**src/rtl/scan_mem_arbiter_if.sv**
```systemverilog
// Shared-memory read port bundle between two requesters, the arbiter and memory.
// slave  : arbiter side (takes requests and memory data, drives grants and reads)
// master : environment side (requesters plus memory)
interface scan_mem_arbiter_if #(
  parameter int DW = 9
);
  logic          REQ0;
  logic [4:0]    ADDR0;
  logic          LOCK0;
  logic          REQ1;
  logic [4:0]    ADDR1;
  logic [DW-1:0] MEM_RDATA;
  logic          MEM_RD;
  logic [4:0]    MEM_ADDR;
  logic          GNT0;
  logic          GNT1;
  logic          RVALID0;
  logic          RVALID1;
  logic [DW-1:0] RDATA;

  modport slave (
    input  REQ0, ADDR0, LOCK0, REQ1, ADDR1, MEM_RDATA,
    output MEM_RD, MEM_ADDR, GNT0, GNT1, RVALID0, RVALID1, RDATA
  );

  modport master (
    output REQ0, ADDR0, LOCK0, REQ1, ADDR1, MEM_RDATA,
    input  MEM_RD, MEM_ADDR, GNT0, GNT1, RVALID0, RVALID1, RDATA
  );
endinterface

```
**src/rtl/scan_mem_arbiter.sv**
```systemverilog
// Two-requester arbiter for a shared single-port memory with 1-cycle read latency.
// Requester 0 (scan engine) may lock the port for bursts of up to MAXBURST reads
// while requester 1 (display refresh) waits; otherwise ties are round-robin.
// The grant state itself is the registered grant: G0/G1 mean "read issued this cycle".
module scan_mem_arbiter #(
  parameter int DW       = 9,
  parameter int MAXBURST = 4
) (
  input  logic                CLOCK,
  input  logic                RESET,
  scan_mem_arbiter_if.slave   bus
);

  localparam int BW = $clog2(MAXBURST + 1);

  typedef enum logic [1:0] {
    IDLE = 2'd0,
    G0   = 2'd1,
    G1   = 2'd2
  } state_t;

  state_t        state, state_nxt;
  logic          last, last_nxt;          // side that won the most recent grant
  logic [BW-1:0] bcnt, bcnt_nxt;          // consecutive GNT0 while REQ1 is waiting
  logic [4:0]    mem_addr_q;
  // read-in-flight pipe: index 0 is the grant cycle, index 1 the data cycle
  logic [1:0]    vld0_pipe, vld1_pipe;

  // state register plus arbitration bookkeeping
  always_ff @(posedge CLOCK or posedge RESET) begin
    if (RESET) begin
      state <= IDLE;
      last  <= 1'b1;
      bcnt  <= '0;
    end else begin
      state <= state_nxt;
      last  <= last_nxt;
      bcnt  <= bcnt_nxt;
    end
  end

  // next-state: pick the winner from the requests sampled at this edge
  always_comb begin
    state_nxt = IDLE;
    if (bus.REQ0 && !bus.REQ1) begin
      state_nxt = G0;
    end else if (bus.REQ1 && !bus.REQ0) begin
      state_nxt = G1;
    end else if (bus.REQ0 && bus.REQ1) begin
      if (bcnt >= BW'(MAXBURST))
        state_nxt = G1;                   // burst exhausted, requester 1 must get in
      else if (bus.LOCK0 && !last)
        state_nxt = G0;                   // locked burst continues only after a GNT0
      else
        state_nxt = last ? G0 : G1;       // plain round-robin
    end
  end

  // LAST follows the winner; BCNT counts GNT0s that made REQ1 wait
  always_comb begin
    last_nxt = last;
    bcnt_nxt = bcnt;
    if (state_nxt == G0) last_nxt = 1'b0;
    if (state_nxt == G1) last_nxt = 1'b1;
    if (state_nxt == G1 || !bus.REQ1)
      bcnt_nxt = '0;
    else if (state_nxt == G0)
      bcnt_nxt = bcnt + 1'b1;
  end

  // memory address: capture the winner's address, hold it otherwise
  always_ff @(posedge CLOCK or posedge RESET) begin
    if (RESET)
      mem_addr_q <= '0;
    else if (state_nxt == G0)
      mem_addr_q <= bus.ADDR0;
    else if (state_nxt == G1)
      mem_addr_q <= bus.ADDR1;
  end

  // read-in-flight tracking; reset drops any outstanding read
  always_ff @(posedge CLOCK or posedge RESET) begin
    if (RESET) begin
      vld0_pipe[1] <= 1'b0;
      vld1_pipe[1] <= 1'b0;
    end else begin
      vld0_pipe[1] <= vld0_pipe[0];
      vld1_pipe[1] <= vld1_pipe[0];
    end
  end

  // outputs decoded from the grant state and the in-flight pipe
  always_comb begin
    vld0_pipe[0] = (state == G0);
    vld1_pipe[0] = (state == G1);
    bus.GNT0     = vld0_pipe[0];
    bus.GNT1     = vld1_pipe[0];
    bus.MEM_RD   = (state != IDLE);
    bus.MEM_ADDR = mem_addr_q;
    bus.RVALID0  = vld0_pipe[1];
    bus.RVALID1  = vld1_pipe[1];
    bus.RDATA    = (vld0_pipe[1] || vld1_pipe[1]) ? bus.MEM_RDATA : '0;
  end

  // one owner per cycle on both the grant and the return path
  a_gnt_onehot: assert property (@(posedge CLOCK) disable iff (RESET)
    !(bus.GNT0 && bus.GNT1));
  a_rv_onehot: assert property (@(posedge CLOCK) disable iff (RESET)
    !(bus.RVALID0 && bus.RVALID1));

endmodule

```
**src/flat_wrapper.sv**
```systemverilog
// flat-port wrapper written by rule: the top's interface ports become plain ports
module scan_mem_arbiter_flat 
#(
  parameter int DW       = 9,
  parameter int MAXBURST = 4
)
  (CLOCK, RESET, bus_REQ0, bus_ADDR0, bus_LOCK0, bus_REQ1, bus_ADDR1, bus_MEM_RDATA, bus_MEM_RD, bus_MEM_ADDR, bus_GNT0, bus_GNT1, bus_RVALID0, bus_RVALID1, bus_RDATA);
  scan_mem_arbiter_if #(.DW(DW)) bus_i ();
  input  logic CLOCK;
  input  logic RESET;
  input wire logic [$bits(bus_i.REQ0)-1:0] bus_REQ0;
  input wire logic [$bits(bus_i.ADDR0)-1:0] bus_ADDR0;
  input wire logic [$bits(bus_i.LOCK0)-1:0] bus_LOCK0;
  input wire logic [$bits(bus_i.REQ1)-1:0] bus_REQ1;
  input wire logic [$bits(bus_i.ADDR1)-1:0] bus_ADDR1;
  input wire logic [$bits(bus_i.MEM_RDATA)-1:0] bus_MEM_RDATA;
  output wire logic [$bits(bus_i.MEM_RD)-1:0] bus_MEM_RD;
  output wire logic [$bits(bus_i.MEM_ADDR)-1:0] bus_MEM_ADDR;
  output wire logic [$bits(bus_i.GNT0)-1:0] bus_GNT0;
  output wire logic [$bits(bus_i.GNT1)-1:0] bus_GNT1;
  output wire logic [$bits(bus_i.RVALID0)-1:0] bus_RVALID0;
  output wire logic [$bits(bus_i.RVALID1)-1:0] bus_RVALID1;
  output wire logic [$bits(bus_i.RDATA)-1:0] bus_RDATA;
  assign bus_i.REQ0 = bus_REQ0;
  assign bus_i.ADDR0 = bus_ADDR0;
  assign bus_i.LOCK0 = bus_LOCK0;
  assign bus_i.REQ1 = bus_REQ1;
  assign bus_i.ADDR1 = bus_ADDR1;
  assign bus_i.MEM_RDATA = bus_MEM_RDATA;
  assign bus_MEM_RD = bus_i.MEM_RD;
  assign bus_MEM_ADDR = bus_i.MEM_ADDR;
  assign bus_GNT0 = bus_i.GNT0;
  assign bus_GNT1 = bus_i.GNT1;
  assign bus_RVALID0 = bus_i.RVALID0;
  assign bus_RVALID1 = bus_i.RVALID1;
  assign bus_RDATA = bus_i.RDATA;
  scan_mem_arbiter #(.DW(DW), .MAXBURST(MAXBURST)) u_core (.CLOCK(CLOCK), .RESET(RESET), .bus(bus_i));
endmodule
```
**config.mk**
```make
export PLATFORM = sky130hd
export DESIGN_NAME = scan_mem_arbiter_flat
export DESIGN_NICKNAME = d
export VERILOG_FILES = /design/src/rtl/scan_mem_arbiter_if.sv /design/src/rtl/scan_mem_arbiter.sv /design/src/flat_wrapper.sv
export SDC_FILE = /design/constraint.sdc
export NUM_CORES = 1
export LEC_CHECK = 0
export CAP_MARGIN = 0
export CORE_UTILIZATION = 38
export DETAILED_ROUTE_END_ITERATION = 10
export GPL_TIMING_DRIVEN = 0
export PLACE_DENSITY = 0.83
export SYNTH_ARGS = -nofsm -noshare
export SYNTH_HDL_FRONTEND = slang
export SYNTH_SLANG_ARGS = --single-unit
```
**constraint.sdc**
```tcl
create_clock -name CLOCK -period 4.3 [get_ports CLOCK]
set_clock_uncertainty 0.05 [all_clocks]
set_input_delay 0.86 -clock CLOCK [delete_from_list [all_inputs] [get_ports CLOCK]]
set_output_delay 0.86 -clock CLOCK [all_outputs]
set_load 0.01 [all_outputs]
```
==> results of run 1 <==
## layout by cell type (no fill, tap or decap), types with 2 or more instances in the layout
| master | instances |
|---|---|
| sky130_fd_sc_hd__nor2_1 | 2 |
| sky130_fd_sc_hd__mux2i_1 | 6 |
| sky130_fd_sc_hd__clkbuf_4 | 3 |
| sky130_fd_sc_hd__o21ai_1 | 5 |
| sky130_fd_sc_hd__inv_1 | 4 |
| sky130_fd_sc_hd__nor2b_1 | 11 |
| sky130_fd_sc_hd__dfrtp_1 | 12 |
| sky130_fd_sc_hd__nand2_1 | 5 |
| sky130_fd_sc_hd__ha_1 | 4 |
| sky130_fd_sc_hd__clkdlybuf4s50_1 | 42 |
## power by group through the flow
stage          combinational (uW)  sequential, uW  clock [uW]
2_1_floorplan                51.2             160           0
3_3_place_gp                  132             153           0
3_5_place_dp                  134             154           0
4_1_cts                       135             152        77.1
5_1_grt                       145             154        81.1
6_report                      133             152        72.8
## cell families after synthesis
group | after synthesis
DFF | 13
and+or+nand+nor | 22
buffers and inverters | 6
adders and majority gates | 4
muxes | 7
xor gates and xnor gates | 1
AOI/OAI and AO/OA | 12
## cell type report
class	instances	area [um^2]	share of cell area, %
repair buffers	42	420	36.2
multi-input cells	46	328	28.2
flip-flops and latches	13	327	28.1
well taps	24	30.0	2.58
clock buffers	4	26.3	2.26
plain buffers	2	16.3	1.40
inverters	4	15.0	1.29
## worst min path at each step
| stage | end | startpoint | depth (start not counted) |
|---|---|---|---|
| 2_1_floorplan | u_core.bus.RVALID0 | u_core.state[1] | 1 |
| 3_3_place_gp | u_core.bus.RVALID1 | u_core.state[0] | 1 |
| 3_5_place_dp | u_core.bus.RVALID0 | u_core.state[1] | 1 |
| 4_1_cts | u_core.bus.RVALID0 | u_core.state[1] | 1 |
| 5_1_grt | u_core.bus.RVALID0 | u_core.state[1] | 1 |
| 6_report | u_core.bus.RVALID0 | u_core.state[1] | 1 |
## metrics by stage
stage	instances	utilization [%]
after global routing	135	72.9
after global placement	131	71.3
after CTS	135	72.9
after detailed placement	131	71.3
final	135	72.9
after floorplan	65	-
## layer usage
metal / up-vias / wire length [um] / part of all wire (%) / track usage, %
met3: 5 / 184 / 13 / 7.35
met4: 0 / 28 / 2.0 / 7.27
met2: 38 / 670 / 47 / 29.1
met5: - / 0 / 0 / 0
li1: 309 / - / - / -
met1: 279 / 544 / 38 / 17.0
## critical path, stage by stage
cell and delay, ps:
sky130_fd_sc_hd__clkdlybuf4s50_1 450, sky130_fd_sc_hd__nor2b_1 140, sky130_fd_sc_hd__clkdlybuf4s50_1 540
## registers in the layout (all words and copies together), names as in the netlist
| name | count |
|---|---|
| u_core.state | 2 |
| u_core.last | 1 |
| u_core.bcnt | 3 |
| u_core.bus.MEM_ADDR | 5 |
| u_core.bus.RVALID0 | 1 |
| u_core.bus.RVALID1 | 1 |
==> key figures, run 1 <==
STA
  – Count of endpoints failing setup in the final report: 0
  – Unrepaired setup endpoints after global routing: no
  – Minimum period implied by the final worst setup slack: approximately 2900 ps
  – Max-slew headroom: 67.9%
  – Tcrit/Tclk final: between 60% and 70%
  – Maximum operating frequency: about 340 MHz
  – Final count of pins violating max slew: 0
  – Worst path setup slack after routing: about 1400 ps
  – Aggregate negative setup slack: 0 ps
  – Worst hold-check slack: between 300 and 400 ps
  – Least-Margin Pin Slew: about 480 ps
  – Number of failing hold endpoints at the final stage: 0

Synthesis
  – Area share of the leading cell type in the synthesized netlist: 43.8%
  – Yosys warns: 0
  – Net Count, Synth: 93
  – Parity-gate share of the synthesized area counting xor and xnor cells: under 10%
  – Netlist cell types: 24
  – Leading cell type by number of instances after synthesis: sky130_fd_sc_hd__dfrtp_1
  – Fraction of the mapped netlist area in compound gates: approximately 11%
  – Portion of netlist area occupied by mux cells: between 10% and 20%
  – Share of synthesized registers carrying an async set or reset: 100%
  – Number of synthesized flops with an enable pin: 0
  – Flip-flop and latch count after synthesis: 13
  – Simple logic cell fraction of the synthesized area: ~18%
  – Synth Area in Adders: approximately 7.3%
  – Most area-hungry cell type in the Yosys netlist: sky130_fd_sc_hd__dfrtp_1
  – Sequential cell area fraction in the yosys report: a little under half
  – Cell count after synthesis: 65
  – Post-Syn Area: 686 um^2
  – Dominant cells by area after synthesis: sky130_fd_sc_hd__dfrtp_1 44%, sky130_fd_sc_hd__nor2b_1 10%, sky130_fd_sc_hd__mux2i_1 8.8%
  – Average footprint of a synthesized cell: ~11 um^2
  – Largest family of logic cells by synthesized area: simple AND/OR/NAND/NOR gates
  – Synth cell count leaders: 12 x sky130_fd_sc_hd__dfrtp_1, 11 x sky130_fd_sc_hd__nor2b_1, 6 x sky130_fd_sc_hd__mux2i_1
  – Ys flop type: sky130_fd_sc_hd__dfrtp_1

Clock network
  – Number of buffers inserted by post-CTS setup repair: 0
  – Sinks on Clock Net: 13
  – Number of H-tree branching levels: 1
  – Clock slew at the register clock pins of the worst setup and hold paths: roughly 70 ps
  – Post-CTS sizing: 0
  – Insertion delay of the later-clocked pin in the worst-skew pair: ~270 ps
  – Root buf cell: sky130_fd_sc_hd__clkbuf_4
  – TritonCTS clock tree: done
  – Clock buffer depth: 2
  – Total clock buffers created by CTS: 3
  – Hold buffer count at CTS: 0

Detailed routing
  – Residual DRC count: 0
  – DR iter-0 viols: 11
  – Number of vias in the routed layout: ~630
  – Total wirelength of the detailed-routed design: about 1400 um
  – Routed via count divided by cell count: between 4 and 5
  – Detailed-routing iteration count for the pre-antenna-repair pass: 4
  – Detail-routed net length per standard cell: ~11 um
  – Detail Route Antenna Nets: 0

Floorplanning
  – Top-Level Pins: 43
  – Row count: 14
  – Floorplan Core Area: 1590 um^2
  – Die height: ~44 um
  – DIE WIDTH: roughly 44 um
  – Die area: 1980 um^2
  – Initial core utilization: between 40% and 50%

Setup path
  – Nature of the critical path startpoint: primary input
  – Arrival time reported for the critical path endpoint: ~2000 ps
  – R2R Setup Slk: roughly 2600 ps
  – Worst R2R Path Depth: 6
  – Endpoint required time on the critical path: 3390 ps
  – Max Fanout on Critical Path: 1
  – Critical path capture point type: output pin
  – Timing endpoint of the critical path: bus_RDATA[3]
  – Crit Path Class: primary input to output pin
  – Critical Path Start: bus_MEM_RDATA[3]
  – Reg-to-reg critical path startpoint: u_core.last
  – Worst R2R End: u_core.bus.MEM_ADDR[1]

Pwr
  – Net switching component of the power: 99.1 uW
  – Internal Dissipation: 258 uW
  – Clk network pwr share: slightly above 20%
  – Power per cell area: slightly above 300 nW/um^2
  – Total power after layout: between 300 and 400 uW
  – Power share of the sequential group: roughly 43%
  – Net switching fraction of the power: between 20% and 30%
  – Maximum vdd drop: 0.243 mV
  – Combinational Power Share: a little under two fifths
  – Leak Pwr: approximately 0.0005 uW

Global routing
  – Vias in the first global route: about 600
  – First-pass GRT wire length: around 2300 um
  – Global Route Usage Sum: 16.6%
  – Pin count of the biggest net entering global routing: 14
  – Congestion Overflow GR: 0
  – Number of antenna violations at the first check in global routing: 0

Cells and area
  – Share of post-route cells with drive strength above 1: a little under a tenth
  – Final instance area: approximately 1200 um^2
  – Count of fill cells added during filler insertion: around 130
  – Net total in the final layout: 140
  – Diode count: 0
  – Post-synthesis to final-layout area growth: 69.5%

Placed design
  – Estimated wirelength of the detail-placed design: between 1000 and 1500 um
  – PortBufs: between 40 and 50
  – Last weighted congestion value of the routability-driven placer: roughly 0.70
  – Post-Place Setup Slack: ~1400 ps
  – Post-place instance area: approximately 1100 um^2

Run status
  – Status: complete, no violations

Min path
  – Class of the worst hold path: register to register

Job
  – Count of max-cap constraint violations: 0
Note: power is estimated with default switching activity, not from simulation.
==> run 2: changes to the inputs <==
--- a/config.mk
+++ b/config.mk
@@ -6,10 +6,10 @@
 export NUM_CORES = 1
 export LEC_CHECK = 0
 export CAP_MARGIN = 0
-export CORE_UTILIZATION = 38
+export CORE_UTILIZATION = 32
 export DETAILED_ROUTE_END_ITERATION = 10
 export GPL_TIMING_DRIVEN = 0
-export PLACE_DENSITY = 0.83
+export PLACE_DENSITY = 0.74
 export SYNTH_ARGS = -nofsm -noshare
 export SYNTH_HDL_FRONTEND = slang
 export SYNTH_SLANG_ARGS = --single-unit
==> constraint.sdc (replaced) <==
create_clock -name CLOCK -period 2.5 [get_ports CLOCK]
set_clock_uncertainty 0.05 [all_clocks]
set_input_delay 0.5 -clock CLOCK [delete_from_list [all_inputs] [get_ports CLOCK]]
set_output_delay 0.5 -clock CLOCK [all_outputs]
set_load 0.01 [all_outputs]
==> run 2 against run 1 <==
Critical path depth stayed put. Die area is 18% higher. Register-to-register slack worse by 1800 ps. Routed wire length is 2.6% higher. Utilization is 14 points lower. Power is 72% higher. Count of clock-buffer cells in the layout stayed put. First-iteration DRC count is 82% lower. Sequential share of layout area is 0.091 points lower.
==> key figures, run 2 (synthesis results as in run 1) <==
Placed design
  – Number of placed instances, taps included: 134 (+2.3%)
  – Estimated wirelength of the detail-placed design: 1180 um (-2.0%)
  – Post-place instance area: 1140 um^2 (+0.33%)
  – Post-Place Setup Slack: 311 ps (-1080 ps)
  – Last weighted congestion value of the routability-driven placer: 0.653 (-7.2%)
  – PortBufs: 42 (unchanged)

Global routing
  – First-pass GRT wire length: 2010 um (-13%)
  – Number of antenna violations at the first check in global routing: 0 (unchanged)
  – Global Route Usage Sum: 12.6% (-4.0 points)
  – Pin count of the biggest net entering global routing: 14 (unchanged)
  – Congestion Overflow GR: 0 (unchanged)
  – Vias in the first global route: 516 (-14%)

STA
  – Maximum operating frequency: around 460 MHz
  – Unrepaired setup endpoints after global routing: no
  – Worst path setup slack after routing: 322 ps (-1070 ps)
  – Least-Margin Pin Slew: 510 ps (+29.1 ps)
  – Max-slew headroom: 65.9% (-1.9 points)
  – Minimum period implied by the final worst setup slack: 2180 ps
  – Tcrit/Tclk final: between 80 and 90%
  – Aggregate negative setup slack: 0 ps (unchanged)
  – Worst hold-check slack: 399 ps (+1.18 ps)
  – Final count of pins violating max slew: 0 (unchanged)
  – Count of endpoints failing setup in the final report: 0 (unchanged)
  – Number of failing hold endpoints at the final stage: 0 (unchanged)

Floorplanning
  – Floorplan Core Area: 1980 um^2 (+24%)
  – Die area: 2330 um^2 (+18%)
  – Die height: 48.3 um (+8.6%)
  – DIE WIDTH: 48.3 um (+8.6%)
  – Row count: 16 (+2)
  – Initial core utilization: 34.6% (-8.4 points)
  – Top-Level Pins: 43 (unchanged)

Detailed routing
  – Total wirelength of the detailed-routed design: 1460 um (+2.6%)
  – Detail-routed net length per standard cell: 10.6 um (+0.36%)
  – Routed via count divided by cell count: 4.41 (-5.7%)
  – Number of vias in the routed layout: 608 (-3.6%)
  – Detail Route Antenna Nets: 0 (unchanged)
  – Detailed-routing iteration count for the pre-antenna-repair pass: 4 (unchanged)
  – Residual DRC count: 0 (unchanged)
  – DR iter-0 viols: 2 (-9)

Run status
  – Status: complete, no violations

Setup path
  – Arrival time reported for the critical path endpoint: 1630 ps (-370 ps)
  – Max Fanout on Critical Path: 1 (unchanged)
  – Crit Path Class: primary input to output pin
  – R2R Setup Slk: 840 ps (-1780 ps)
  – Endpoint required time on the critical path: 1950 ps (-1440 ps)
  – Critical path capture point type: output pin
  – Nature of the critical path startpoint: primary input

Pwr
  – Power per cell area: 528 nW/um^2 (+72%)
  – Maximum vdd drop: 0.365 mV (+50%)
  – Leak Pwr: 0.000492 uW (unchanged)

Clock network
  – Hold buffer count at CTS: 0 (unchanged)
  – TritonCTS clock tree: done
  – Number of buffers inserted by post-CTS setup repair: 0 (unchanged)
  – Insertion delay of the later-clocked pin in the worst-skew pair: 270 ps (about the same)
  – Root buf cell: sky130_fd_sc_hd__clkbuf_4
  – Total clock buffers created by CTS: 3 (unchanged)
  – Post-CTS sizing: 0 (unchanged)
  – Number of H-tree branching levels: 1 (unchanged)
  – Clock slew at the register clock pins of the worst setup and hold paths: 70 ps (about the same)
  – Clock buffer depth: 2 (unchanged)
  – Sinks on Clock Net: 13 (unchanged)

Cells and area
  – Post-synthesis to final-layout area growth: 70.1%
  – Share of post-route cells with drive strength above 1: 9.01% (unchanged)
  – Most common library cell in the layout ignoring fill and taps: sky130_fd_sc_hd__clkdlybuf4s50_1
  – Diode count: 0 (unchanged)
  – Commonest non-fill, non-tap cells in the layout: 42 x sky130_fd_sc_hd__clkdlybuf4s50_1, 12 x sky130_fd_sc_hd__dfrtp_1, 11 x sky130_fd_sc_hd__nor2b_1
  – Final instance area: 1170 um^2 (+0.32%)
  – Max reg flops: 5 (unchanged)
  – Final non-filler cell total: 138 (+2.2%)
  – Net total in the final layout: 140 (unchanged)

Min path
  – Class of the worst hold path: register to register

Job
  – Count of max-cap constraint violations: 0 (unchanged)
[run 2: cell counts in the layout (fill, tap and decap cells not counted)]
No cell type changed its count.
[run 2: layout make-up]
class,count,area [um^2]
tap,27,33.8
clock buffer,4,26.3
buffer,2,16.3
multi-input combinational,46,328
timing repair buffer,42,420
sequential,13,327
inverter,4,15.0
fill,166,816
[run 2: per-stage QoR]
step / util [%] / power (uW)
6_report: 58.8 / 616
5_1_grt: 58.8 / 658
4_1_cts: 58.8 / 621
3_5_place_dp: 57.5 / 495
3_3_place_gp: 57.5 / 491
2_1_floorplan: - / 364
[run 2: power by group]
| part | total (uW) | switching (uW) | internal [uW] |
|---|---|---|---|
| combinational | 227 | 88.4 | 138 |
| clock | 128 | 66.6 | 61.7 |
| sequential | 261 | 16.7 | 244 |
| total | 616 | 172 | 444 |
[run 2: layer usage]
layer  GRT usage, %  vias up  wire [um]
met5              0        -          0
met4           6.67        0          9
met3           2.59        2        155
met2           23.5       32        696
met1           13.2      270        603
li1               -      304          -
[run 2: final timing paths]
kind,cells past startpoint,from,to
min,1,u_core.state[0],u_core.bus.RVALID1
max in group asynchronous,2,RESET,u_core.last
min in group asynchronous,2,RESET,u_core.bus.MEM_ADDR[2]
min reg2reg,1,u_core.state[0],u_core.bus.RVALID1
max reg2reg,6,u_core.last,u_core.bus.MEM_ADDR[1]
max,3,bus_MEM_RDATA[4],bus_RDATA[4]
[run 2: worst max-delay path, cell delays in order]
cell and delay (ps):
sky130_fd_sc_hd__clkdlybuf4s50_1 460, sky130_fd_sc_hd__nor2b_1 130, sky130_fd_sc_hd__clkdlybuf4s50_1 540
